===== src/rtl/readback_collector.sv =====
// readback_collector: polls a crate responder with a one-cycle read strobe,
// then collects a four-word frame from it: header, crate number, status high
// byte, status low byte. The frame is checked as it arrives, and the result
// is reported with a single done pulse plus outcome flags.
module readback_collector #(
  parameter int TIMEOUT_CYC = 64
) (
  input  logic        clk16,
  input  logic        init_n,
  input  logic        req,
  input  logic [4:0]  exp_crate,
  input  logic [9:0]  bytin,
  output logic        rd,
  output logic        busy,
  output logic        done,
  output logic [15:0] status,
  output logic [4:0]  crate_rx,
  output logic        frame_err,
  output logic        crate_err,
  output logic        timeout,
  output logic        err_any
);

  typedef enum logic [2:0] {
    IDLE, STROBE, WAIT_HDR, W_CRATE, W_STHI, W_STLO, FIN
  } state_t;

  localparam logic [9:0] HDR_WORD  = 10'h1FF;
  localparam logic [7:0] WAIT_LAST = 8'(TIMEOUT_CYC - 1);

  state_t      state_reg, state_next;
  logic [7:0]  wait_cnt_reg;
  logic [4:0]  crate_shadow_reg;
  logic [7:0]  sthi_shadow_reg;

  // Decoded events for the current cycle, produced by the next-state logic.
  logic accept;       // poll accepted in IDLE
  logic tag_bad;      // frame word with the wrong tag for its slot
  logic wait_expire;  // no header within the timeout window
  logic stlo_load;    // last frame word is valid; commit status and crate

  // State register.
  always_ff @(posedge clk16 or negedge init_n) begin
    if (!init_n) state_reg <= IDLE;
    else         state_reg <= state_next;
  end

  // Next-state decode and per-cycle frame checks.
  always_comb begin
    state_next  = state_reg;
    accept      = 1'b0;
    tag_bad     = 1'b0;
    wait_expire = 1'b0;
    stlo_load   = 1'b0;
    case (state_reg)
      IDLE: begin
        // Stray header words are ignored here; only req starts a poll.
        if (req) begin
          state_next = STROBE;
          accept     = 1'b1;
        end
      end
      STROBE: state_next = WAIT_HDR;
      WAIT_HDR: begin
        if (bytin == HDR_WORD) begin
          state_next = W_CRATE;
        end else if (wait_cnt_reg == WAIT_LAST) begin
          state_next  = FIN;
          wait_expire = 1'b1;
        end
      end
      W_CRATE: begin
        // Tag 00 plus zero upper data bits; a repeated header fails here.
        if (bytin[9:5] == 5'd0) begin
          state_next = W_STHI;
        end else begin
          state_next = FIN;
          tag_bad    = 1'b1;
        end
      end
      W_STHI: begin
        if (bytin[9:8] == 2'b11) begin
          state_next = W_STLO;
        end else begin
          state_next = FIN;
          tag_bad    = 1'b1;
        end
      end
      W_STLO: begin
        state_next = FIN;
        if (bytin[9:8] == 2'b00) stlo_load = 1'b1;
        else                     tag_bad   = 1'b1;
      end
      FIN:     state_next = IDLE;
      default: state_next = IDLE;
    endcase
  end

  // Registered handshake outputs derived from the state being entered.
  always_ff @(posedge clk16 or negedge init_n) begin
    if (!init_n) begin
      rd   <= 1'b0;
      busy <= 1'b0;
      done <= 1'b0;
    end else begin
      rd   <= (state_next == STROBE);
      busy <= (state_next != IDLE);
      done <= (state_next == FIN);
    end
  end

  // Header wait counter; it is held at zero outside WAIT_HDR, so every
  // entry into WAIT_HDR starts counting from zero.
  always_ff @(posedge clk16 or negedge init_n) begin
    if (!init_n)                   wait_cnt_reg <= 8'd0;
    else if (state_reg == WAIT_HDR) wait_cnt_reg <= wait_cnt_reg + 8'd1;
    else                           wait_cnt_reg <= 8'd0;
  end

  // Shadow capture of crate and status high byte, so a frame that fails
  // later never disturbs the visible status/crate_rx.
  always_ff @(posedge clk16 or negedge init_n) begin
    if (!init_n) begin
      crate_shadow_reg <= 5'd0;
      sthi_shadow_reg  <= 8'd0;
    end else begin
      if (state_reg == W_CRATE) crate_shadow_reg <= bytin[4:0];
      if (state_reg == W_STHI)  sthi_shadow_reg  <= bytin[7:0];
    end
  end

  // Commit of a complete good frame.
  always_ff @(posedge clk16 or negedge init_n) begin
    if (!init_n) begin
      status   <= 16'd0;
      crate_rx <= 5'd0;
    end else if (stlo_load) begin
      status   <= {sthi_shadow_reg, bytin[7:0]};
      crate_rx <= crate_shadow_reg;
    end
  end

  // Outcome flags: cleared when a poll is accepted, then held until the next.
  always_ff @(posedge clk16 or negedge init_n) begin
    if (!init_n) begin
      frame_err <= 1'b0;
      crate_err <= 1'b0;
      timeout   <= 1'b0;
    end else if (accept) begin
      frame_err <= 1'b0;
      crate_err <= 1'b0;
      timeout   <= 1'b0;
    end else begin
      if (tag_bad)     frame_err <= 1'b1;
      if (wait_expire) timeout   <= 1'b1;
      if (stlo_load)   crate_err <= (crate_shadow_reg != exp_crate);
    end
  end

  // Alignment and lockup summary of the last good status word.
  assign err_any = |status[15:12];

endmodule


===== config.mk =====
export PLATFORM = sky130hd
export DESIGN_NAME = readback_collector
export DESIGN_NICKNAME = d
export VERILOG_FILES = /design/src/rtl/readback_collector.sv
export SDC_FILE = /design/constraint.sdc
export NUM_CORES = 1
export LEC_CHECK = 0
export ABC_AREA = 1
export BUFFER_PORTS_ARGS = -buffer_cell sky130_fd_sc_hd__buf_2
export CAP_MARGIN = 20
export CORE_MARGIN = 4
export CORE_UTILIZATION = 40
export CTS_BUF_LIST = sky130_fd_sc_hd__clkbuf_4 sky130_fd_sc_hd__clkbuf_8 sky130_fd_sc_hd__clkbuf_16
export CTS_CLUSTER_DIAMETER = 150
export DETAILED_ROUTE_END_ITERATION = 16
export MAX_ROUTING_LAYER = met4
export PLACE_DENSITY = 0.68
export SYNTH_ARGS = -nofsm -noshare
export SYNTH_HDL_FRONTEND = slang
export SYNTH_SLANG_ARGS = --single-unit

===== constraint.sdc =====
create_clock -name clk16 -period 1.2 [get_ports clk16]
set_clock_uncertainty 0.1 [all_clocks]
set_input_delay 0.18 -clock clk16 [delete_from_list [all_inputs] [get_ports clk16]]
set_output_delay 0.18 -clock clk16 [all_outputs]
set_load 0.02 [all_outputs]

==> flow_metrics.env <==
export IMPL_outcome="finished with violations"
export IMPL_failed_checks="setup timing"
export IMPL_globalRoute_busiestLayer="met2"
export IMPL_clk_root_buffer_cell="sky130_fd_sc_hd__clkbuf_8"
export IMPL_sequential_cell_area_um2=1280
export IMPL_synth_edf_count=0
export IMPL_finalHoldWorstSlack_ps=43.2
export IMPL_use_met1=0.199
export IMPL_yosys_area_share_simple=0.227
export IMPL_slew_viol_final=0
export IMPL_arrival_ps=1380
export IMPL_share_of_synthesized_area_occupied_by_flip_flops_and_latches=0.561
export IMPL_hold_viol=0
export IMPL_synthesized_netlist_cell_count=249
export IMPL_synth_largest_area_cell="sky130_fd_sc_hd__dfrtp_1"
export IMPL_antenna_found_initial=0
export IMPL_final_antenna_net_count=0
export IMPL_io_pins=46
export IMPL_core_area_um2=5510
export IMPL_tritoncts="built"
export IMPL_postLayoutSetupSlackWorst_ps=-461
export IMPL_num_nets_final=364
export IMPL_cts_buffers_inserted=5
export IMPL_dr_pass1_iters=4
export IMPL_vdd_ir_drop_worst_uv=1380
export IMPL_dp_final_hpwl_um=3390
export IMPL_met2_usage=0.296
export IMPL_finalCritPeriodShare=1.38
export IMPL_port_buffers=45
export IMPL_number_of_global_route_vias_before_repair=2053
export IMPL_drv_max_cap_violation_count=0
export IMPL_power_density_nw_per_um2=2180
export IMPL_post_synth_most_frequent_cells="sky130_fd_sc_hd__nand2_1 (65), sky130_fd_sc_hd__dfrtp_1 (51), sky130_fd_sc_hd__inv_1 (32), sky130_fd_sc_hd__nor2_1 (21)"
export IMPL_post_layout_total_power_mw=8.15
export IMPL_post_synth_main_area_contributors="sky130_fd_sc_hd__dfrtp_1 (56%), sky130_fd_sc_hd__nand2_1 (11%), sky130_fd_sc_hd__o21ai_2 (5.4%)"
export IMPL_synth_most_common_cell="sky130_fd_sc_hd__nand2_1"
export IMPL_drive_above_1_share=0.630
export IMPL_ys_types=23
export IMPL_cts_sinks=51
export IMPL_synth_top_family_by_area="simple AND/OR/NAND/NOR gates"
export IMPL_cts_buffer_depth=2
export IMPL_die_area_um2=6960
export IMPL_initial_utilization=0.413
export IMPL_drc_errors=0
export IMPL_num_vias=1984
export IMPL_floorplan_rows=27
export IMPL_filler_cells_inserted=398
export IMPL_grt_use_met3=0.0397
export IMPL_yosys_mux_area_fraction=0
export IMPL_largest_net_degree_at_the_start_of_global_routing=52
export IMPL_initialDrtViolationCount=56
export IMPL_timing_worst_slew_pin_value_ps=272
export IMPL_setup_viol=55
export IMPL_multiInputGateArea_um2=1270
export IMPL_worst_slew_margin_rel=0.819
export IMPL_grt_util_all_layers=0.172
export IMPL_maxClockFrequency_mhz=602
export IMPL_crit_path_start_kind="flip-flop"
export IMPL_wl_um=5950
export IMPL_ys_seq_elements=51
export IMPL_path_max_fanout=2
export IMPL_leakage_nw=1.87
export IMPL_areaGrowthSynthToFinish_pct=64.4
export IMPL_gp_routability_congestion=0.837
export IMPL_die_x_um=83.4
export IMPL_clock_tree_htree_level_count=2
export IMPL_grt_ovfl_total=0
export IMPL_grt_setup_unrepaired="yes"
export IMPL_synth_avg_cell_area_um2=9.14
export IMPL_die_height_um=83.4
export IMPL_synth_compound_gate_area_share=0.104
export IMPL_synth_nets=268
export IMPL_postSynth_asyncResetShare=1.00
export IMPL_avgViaCountPerCell=4.75
export IMPL_synth_area_um2=2280
export IMPL_antenna_cells_inserted=0
export IMPL_synth_xor_area_frac=0.0231
export IMPL_worstSetupEndpointType="primary output"
export IMPL_yosys_warnings=0
export IMPL_crit_type="reg2out"
export IMPL_cp_required_ps=920
export IMPL_clock_insertion_delay_worst_skew_ps=310
export IMPL_final_period_minus_worst_setup_slack_ps=1660
export IMPL_synth_adder_area_share=0.00550
export IMPL_min_delay_path_class="in2reg"
export IMPL_cts_clk_slew_worst_paths_ps=90
export IMPL_netlist_area_leader_share=0.561
export IMPL_global_route_wire_length_before_repair_um=9400
export IMPL_largest_register_ffs=16
export IMPL_synth_ff_type="sky130_fd_sc_hd__dfrtp_1"
export IMPL_wl_per_cell_um=14.2
cells by family (layout without fill, tap and decap cells):
kind of cell	after synthesis	in the layout
AOI/OAI and AO/OA	37	37
xor gates and xnor gates	6	6
adders and majority gates	1	1
buffers and inverters	40	137
DFF	51	51
and+or+nand+nor	114	114
worst max-delay path, cell delays in order, from the launching register on:
cell                      delay (ps)
sky130_fd_sc_hd__dfrtp_2         420
sky130_fd_sc_hd__or4_4           510
sky130_fd_sc_hd__buf_6           150
repair_timing:
action,in CTS,in global routing
resized for setup,110,79
hold buffers,1,0
pin swaps,24,19
gates cloned,4,1
setup buffers,12,9
endpoints found under the hold margin,51,0
setup endpoints to repair,42,62
layout make-up:
class / instances / share of cell area
Clock buffer: 5 / 0.0184
Clock inverter: 3 / 0.00635
Inverter: 35 / 0.0411
Multi-Input combinational cell: 158 / 0.340
Sequential cell: 51 / 0.342
Tap cell: 72 / 0.0241
Timing Repair Buffer: 94 / 0.228
metrics by stage:
stage / worst slack, ps / instance area [um^2] / setup TNS (ps) / utilization / instances
6_report: -461 / 3740 / -7960 / 0.680 / 418
5_1_grt: -500 / 3740 / -11940 / 0.680 / 418
4_1_cts: -466 / 3460 / -6570 / 0.628 / 412
3_5_place_dp: -147 / 2780 / -1840 / 0.505 / 387
3_3_place_gp: -133 / 2780 / -1200 / 0.505 / 387
2_1_floorplan: -109 / 2290 / -109 / - / 249
final timing paths:
| kind | from | endpoint | slack, ps | cells past startpoint |
|---|---|---|---|---|
| max | status[12]$_DFFE_PN0P_ | err_any | -460 | 2 |
| min | bytin[7] | sthi_shadow_reg[7]$_DFFE_PN0P_ | 40 | 3 |
| max reg2reg | state_reg[1]$_DFF_PN0_ | status[13]$_DFFE_PN0P_ | -210 | 7 |
| min reg2reg | status[1]$_DFFE_PN0P_ | status[1]$_DFFE_PN0P_ | 390 | 2 |
| max in group asynchronous | init_n | status[12]$_DFFE_PN0P_ | 470 | 3 |
| min in group asynchronous | init_n | crate_shadow_reg[0]$_DFFE_PN0P_ | 270 | 3 |
placed cells by master (no fill, tap or decap):
master	n
sky130_fd_sc_hd__a21oi_1	2
sky130_fd_sc_hd__a21oi_2	2
sky130_fd_sc_hd__a21oi_4	1
sky130_fd_sc_hd__buf_12	5
sky130_fd_sc_hd__buf_16	3
sky130_fd_sc_hd__buf_2	36
sky130_fd_sc_hd__buf_4	21
sky130_fd_sc_hd__buf_6	26
sky130_fd_sc_hd__buf_8	2
sky130_fd_sc_hd__clkbuf_8	5
sky130_fd_sc_hd__clkinv_8	1
sky130_fd_sc_hd__clkinvlp_4	2
sky130_fd_sc_hd__dfrtp_1	48
sky130_fd_sc_hd__dfrtp_2	3
sky130_fd_sc_hd__dlygate4sd3_1	1
sky130_fd_sc_hd__ha_4	1
sky130_fd_sc_hd__inv_1	26
sky130_fd_sc_hd__inv_2	4
sky130_fd_sc_hd__inv_4	4
sky130_fd_sc_hd__inv_6	1
sky130_fd_sc_hd__nand2_1	26
sky130_fd_sc_hd__nand2_2	23
sky130_fd_sc_hd__nand2_4	25
sky130_fd_sc_hd__nand2_8	2
sky130_fd_sc_hd__nand3_1	3
sky130_fd_sc_hd__nand3_2	5
sky130_fd_sc_hd__nand3_4	3
sky130_fd_sc_hd__nor2_1	10
sky130_fd_sc_hd__nor2_2	5
sky130_fd_sc_hd__nor2_4	8
sky130_fd_sc_hd__nor2_8	1
sky130_fd_sc_hd__nor3_1	1
sky130_fd_sc_hd__nor3_2	1
sky130_fd_sc_hd__o21ai_1	6
sky130_fd_sc_hd__o21ai_2	26
sky130_fd_sc_hd__or4_4	1
sky130_fd_sc_hd__xnor2_1	5
sky130_fd_sc_hd__xor2_2	1
power by group:
group,switching [mW],total [mW],internal [mW]
clock,0.613,1.03,0.418
combinational,2.32,4.40,2.08
sequential,0.408,2.72,2.31
total,3.34,8.15,4.81
routing by layer:
layer | share of wire | vias up | wire [um]
met1 | 0.37 | 951 | 2220
li1 | - | 970 | -
met5 | 0 | - | 0
met3 | 0.045 | 11 | 268
met4 | 0.016 | 0 | 95
met2 | 0.56 | 52 | 3360
Note: power is estimated with default switching activity, not from simulation.
